==> src/rtl/matrix_input_streamer.sv <==
`default_nettype none
// ============================================================================
//  Module      : matrix_input_streamer
//  Description : Buffers an N x N pair of matrices (A, B) row by row, then
//                streams A by columns and B by rows as one N-beat burst.
//  Revision    : 1.0  initial release
// ============================================================================
module matrix_input_streamer #(
    parameter int DATA_WIDTH = 8,
    parameter int N          = 4
) (
    input  logic                             clk,
    input  logic                             reset,
    input  logic                             load_valid,
    output logic                             load_ready,
    input  logic [N-1:0][DATA_WIDTH-1:0]     load_a_row,
    input  logic [N-1:0][DATA_WIDTH-1:0]     load_b_row,
    input  logic                             array_ready,
    output logic                             input_valid,
    output logic [N-1:0][DATA_WIDTH-1:0]     a_data,
    output logic [N-1:0][DATA_WIDTH-1:0]     b_data,
    output logic                             busy
);

    localparam int            CW   = (N > 1) ? $clog2(N) : 1;
    localparam logic [CW-1:0] LAST = CW'(N - 1);

    typedef enum logic [1:0] {
        LOAD   = 2'd0,
        FULL   = 2'd1,
        STREAM = 2'd2
    } state_t;

    state_t                        state;
    state_t                        state_next;
    logic [CW-1:0]                 rc;
    logic [CW-1:0]                 k;
    logic [N-1:0][DATA_WIDTH-1:0]  a_buf [N];
    logic [N-1:0][DATA_WIDTH-1:0]  b_buf [N];
    logic                          load_fire;

    assign load_fire = load_valid & load_ready;

    always_ff @(posedge clk) begin
        if (reset) begin
            state <= LOAD;
        end else begin
            state <= state_next;
        end
    end

    always_comb begin
        state_next  = state;
        load_ready  = 1'b0;
        input_valid = 1'b0;
        busy        = 1'b0;
        case (state)
            LOAD: begin
                load_ready = 1'b1;
                if (load_valid && (rc == LAST)) begin
                    state_next = FULL;
                end
            end
            FULL: begin
                busy = 1'b1;
                if (array_ready) begin
                    state_next = STREAM;
                end
            end
            STREAM: begin
                busy        = 1'b1;
                input_valid = 1'b1;
                // The burst is never interrupted; only the final beat leaves STREAM.
                if (k == LAST) begin
                    state_next = LOAD;
                end
            end
            default: begin
                state_next = LOAD;
            end
        endcase
    end

    always_ff @(posedge clk) begin
        if (reset) begin
            rc <= '0;
            k  <= '0;
            for (int i = 0; i < N; i++) begin
                a_buf[i] <= '0;
                b_buf[i] <= '0;
            end
        end else begin
            if (load_fire) begin
                a_buf[rc] <= load_a_row;
                b_buf[rc] <= load_b_row;
                rc        <= (rc == LAST) ? '0 : rc + CW'(1);
            end
            if (input_valid) begin
                k <= (k == LAST) ? '0 : k + CW'(1);
            end
        end
    end

    // Beat k presents column k of A and row k of B; outputs are zero between beats.
    always_comb begin
        a_data = '0;
        b_data = '0;
        if (input_valid) begin
            b_data = b_buf[k];
            for (int i = 0; i < N; i++) begin
                a_data[i] = a_buf[i][k];
            end
        end
    end

endmodule
`default_nettype wire

==> config.mk <==
export PLATFORM = sky130hd
export DESIGN_NAME = matrix_input_streamer
export DESIGN_NICKNAME = d
export VERILOG_FILES = /design/src/rtl/matrix_input_streamer.sv
export SDC_FILE = /design/constraint.sdc
export NUM_CORES = 1
export LEC_CHECK = 0
export ABC_AREA = 1
export BUFFER_PORTS_ARGS = -buffer_cell sky130_fd_sc_hd__buf_2
export CAP_MARGIN = 0
export CORE_UTILIZATION = 40
export DETAILED_ROUTE_END_ITERATION = 12
export PLACE_DENSITY = 0.65
export SLEW_MARGIN = 10
export SYNTH_ARGS = -nofsm -noshare
export SYNTH_HDL_FRONTEND = slang
export SYNTH_SLANG_ARGS = --single-unit
==> constraint.sdc <==
create_clock -name clk -period 9.02 [get_ports clk]
set_input_delay 1.804 -clock clk [delete_from_list [all_inputs] [get_ports clk]]
set_output_delay 1.804 -clock clk [all_outputs]
set_load 0.02 [all_outputs]
Word level (Yosys, flattened, before mapping)
Memory sizes are Yosys's and may differ from the RTL's. A register that Yosys moved wholly into a read port is not among the register bits.
Cells that the tools add are included.
{"block": "word_totals", "output_inout_bits": 67, "input_bits": 68, "regBits": 6, "memories": 2, "ram_bits": 256}
{"block": "classes", "n_reduce_logical": 6, "n_lt_le_gt_ge": 1, "n_eq_ne": 7, "muxes": 32, "add_sub_neg": 2, "bitwise": 1}
{"name": "a_buf", "words": 4, "width": 32, "rd": 4, "rd_ports_with_merged_regs": 0, "wr": 4, "line": "38", "source": "logic [N-1:0][DATA_WIDTH-1:0] a_buf [N];"}
{"name": "b_buf", "words": 4, "width": 32, "rd": 1, "rd_ports_with_merged_regs": 1, "wr": 4, "line": "39", "source": "logic [N-1:0][DATA_WIDTH-1:0] b_buf [N];"}
{"cell": "$mux W32", "n": 4}
{"cell": "$bmux W8 S2", "n": 4}
{"cell": "$reduce_or A32 Y1", "n": 2}
{"cell": "$mux W8", "n": 4}
{"cell": "$mux W2", "n": 9}
{"cell": "$mux W1", "n": 10}
{"cell": "$eq A2 B2 Y1 const B", "n": 3}
{"cell": "$ne A2 B2 Y1 const B", "n": 3}
{"cell": "$pmux W2 S3", "n": 1}
{"cell": "$add A2 B1 Y2 const B", "n": 2}
{"cell": "$lt A2 B3 Y1 const B", "n": 1}
{"cell": "$reduce_and A3 Y1", "n": 1}
{"cell": "$eq A2 B1 Y1 const B", "n": 1}
{"cell": "$logic_not A2 Y1", "n": 1}
{"cell": "$reduce_or A2 Y1", "n": 1}
{"cell": "$and A1 B1 Y1", "n": 1}
{"cell": "$logic_and A1 B1 Y1", "n": 1}

Longest topological paths before layout
{"block": "logic_depth", "ltp_word": 8, "ltp_mapped": 10}

Least setup slack after synthesis
No wires, ideal clock.
{"block": "synth_timing", "path_type": "input -> register", "from": "input port load_valid", "to": "memory a_buf[2][0] (netlist name) (enable)", "path_stages": 8, "required_time_ns": 8.596, "arrival_time_ns": 3.811, "setup_time_ns": 0.424, "setup_slack_ns": 4.785, "cell_sequence": "nand2_2 inv_2 nand2_2 nor2_2 nand2_1 buf_6 buf_6 nand2_1"}
{"item": "start, declared", "line": "14", "source": "input logic load_valid,"}
{"item": "end, declared", "line": "38"}

==> flow_metrics.tcl <==
set metrics [dict create \
    cts-root-buf "clkbuf_16" \
    gp_congestion 0.7812 \
    power-per-cell-area_nw_per_um2 241.8 \
    ys_seq_area_frac 0.6464 \
    grt_pass1_vias 8071 \
    relSlewSlack 0.2444 \
    first_pass_iters 5 \
    coreArea_um2 29720 \
    synth.top_cell.area_share 0.6332 \
    wire_per_inst_um 16.05 \
    synth_seq_cells 264 \
    vias 8440 \
    grt_pass1_wl_mm 44.19 \
    row_count 63 \
    critPathCaptureType "output port" \
    synthCells 1223 \
    rsz0062_at_grt "no" \
    io_pins 135 \
    fmax_ghz 0.2151 \
    slew_violations 0 \
    die_w_um 176.2 \
    hold_violations 0 \
    drt-initial-drc-count 789 \
    cts_tree "done" \
    setup_tns_ns 0 \
    grt_use_met2 0.2928 \
    postRouteWirelength_mm 27.81 \
    use_met3 0.02476 \
    clk_latency_ns 0.53 \
    die_h_um 176.2 \
    cts-hold-fix-buffers 0 \
    syn_area_um2 12140 \
    nNetsFinal 1396 \
    use_met1 0.2538 \
    min_period_ns 4.650 \
    gr-total-overflow 0 \
    vias_per_cell 4.870 \
    cp.required_ns 7.22 \
    status "completed" \
    crit_arrival_ns 2.85 \
    ys_warn_count 0 \
    worstMarginPinSlew_ns 1.132 \
    drive_gt1_frac 0.1981 \
    synth.area.top_cells "edfxtp_1, nor2_1, nand2_1, a21oi_1, nor2_4" \
    dp_hpwl_mm 16.31 \
    yosysTopAreaCell "edfxtp_1" \
    critical_path_class "flop to output port" \
    synthDistinctLibCells 22 \
    period_share 0.5155 \
    syn_avg_cell_area_um2 9.927 \
    grt.busiest_layer "met2" \
    cts_resized 0 \
    cp_max_fo 65 \
    start_kind "flop" \
    p_leak_uw 0.005849 \
    initial_core_util 0.4085 \
    port_buffers 134 \
    postRouteAntennaNets 0 \
    setup_viol 0 \
    post-route-util 0.4643 \
    syn_nets 1296 \
    grt_max_degree 68 \
    drv_cap 0 \
    grt_use_total 0.1811 \
    placed_cells 1684 \
    clock_skew_ns 0.01047 \
    cts_setup_buffers 0 \
    drc 0 \
    ir_drop_mv 0.1661 \
    fillers 2804 \
    hold_path_class "flop to flop" \
    clkSinkCount 264 \
    h-tree-depth 1 \
    cts.path.max_buffers 3 \
    synthToLayoutAreaGrowth_pct 13.66 \
    die_area_um2 31050 \
    clk_pin_slew_worst_paths_ns 0.06 \
    antennaDiodeCount 0 \
    antenna_found_initial 0 \
    cts_made_buffers 27 \
    fin_cells 1733 \
]
worst max-delay path: stages (launching register included):
cell and delay (ns):
dfxtp_2 0.31, buf_4 0.33, inv_2 0.86, nand2_1 0.11
nand2_1 0.10, nand2_1 0.05, a21oi_1 0.28, buf_2 0.22
registers in the layout, indices dropped and copies added, names as in the netlist, named ones only:
name / count
a_buf: 128
b_buf: 128
k: 2
rc: 2
state: 2
metrics by stage:
stage | hold WS, ns | setup WS [ns] | area [um^2] | power, uW
after floorplan | 0.4761 | 4.785 | 12140 | 2115
after global placement | 0.4707 | 4.331 | 13000 | 2312
after detailed placement | 0.4773 | 4.244 | 13000 | 2331
after CTS | 0.4952 | 4.330 | 13800 | 3355
after global routing | 0.5189 | 4.114 | 13800 | 3502
final | 0.4931 | 4.370 | 13800 | 3336
placed cells by master (no fill, tap or decap), drive strengths merged:
cell type | Yosys | final
a21oi | 69 | 69
a31oi | 1 | 1
buf | 56 | 146
bufinv | 0 | 1
clkbuf | 19 | 35
clkinv | 0 | 11
clkinvlp | 0 | 1
dfxtp | 8 | 8
edfxtp | 256 | 256
ha | 5 | 5
inv | 79 | 80
nand2 | 272 | 272
nand3 | 1 | 1
nand3b | 1 | 1
nand4 | 2 | 2
nor2 | 387 | 387
nor3 | 1 | 1
o21ai | 66 | 66
final cells by class:
class / count / area, um^2 / area share
well taps: 390 / 488.0 / 0.03536
flip-flops and latches: 264 / 7850 / 0.5689
multi-input cells: 805 / 3601 / 0.2610
inverters: 79 / 296.5 / 0.02149
clock inverters: 14 / 96.34 / 0.006982
repair buffers: 146 / 760.7 / 0.05513
clock buffers: 35 / 705.7 / 0.05114
synthesized netlist by cell type, drive strengths merged:
library cell    n
ha              5
edfxtp        256
o21ai          66
nand2         272
nand3b          1
nand3           1
nor3            1
a21oi          69
inv            79
dfxtp           8
a31oi           1
nor2          387
buf            56
clkbuf         19
nand4           2
logic make-up (layout without fill, tap and decap cells):
family	Yosys count	count (layout)	share of synthesized area
simple gates	664	664	0.2334
flops	264	264	0.6464
fa+ha+maj	5	5	0.005153
compound gates	136	136	0.05617
buf+inv	154	274	0.05885
power breakdown:
part           internal, uW  switching [uW]
clock network           579             456
registers              1500            35.6
logic                   189             574
total                  2270            1070
path summary, 6_finish.rpt:
path	end	start	depth (start not counted)	slack (ns)
min reg2reg	flop	k[1]$_SDFFE_PP0N_	2	0.49
max	b_data[6]	flop	7	4.37
min	flop	k[1]$_SDFFE_PP0N_	2	0.49
max reg2reg	b_buf[0][24]$_SDFFCE_PN0P_	state[0]$_SDFFE_PP0P_	10	5.58
routing by layer:
layer	part of all wire	wire length, um	vias up
met1	0.45	12440	4031
met4	0.026	712	0
li1	-	-	4151
met5	0	0	-
met3	0.052	1447	39
met2	0.47	13210	219
Note: power is estimated with default switching activity, not from simulation.
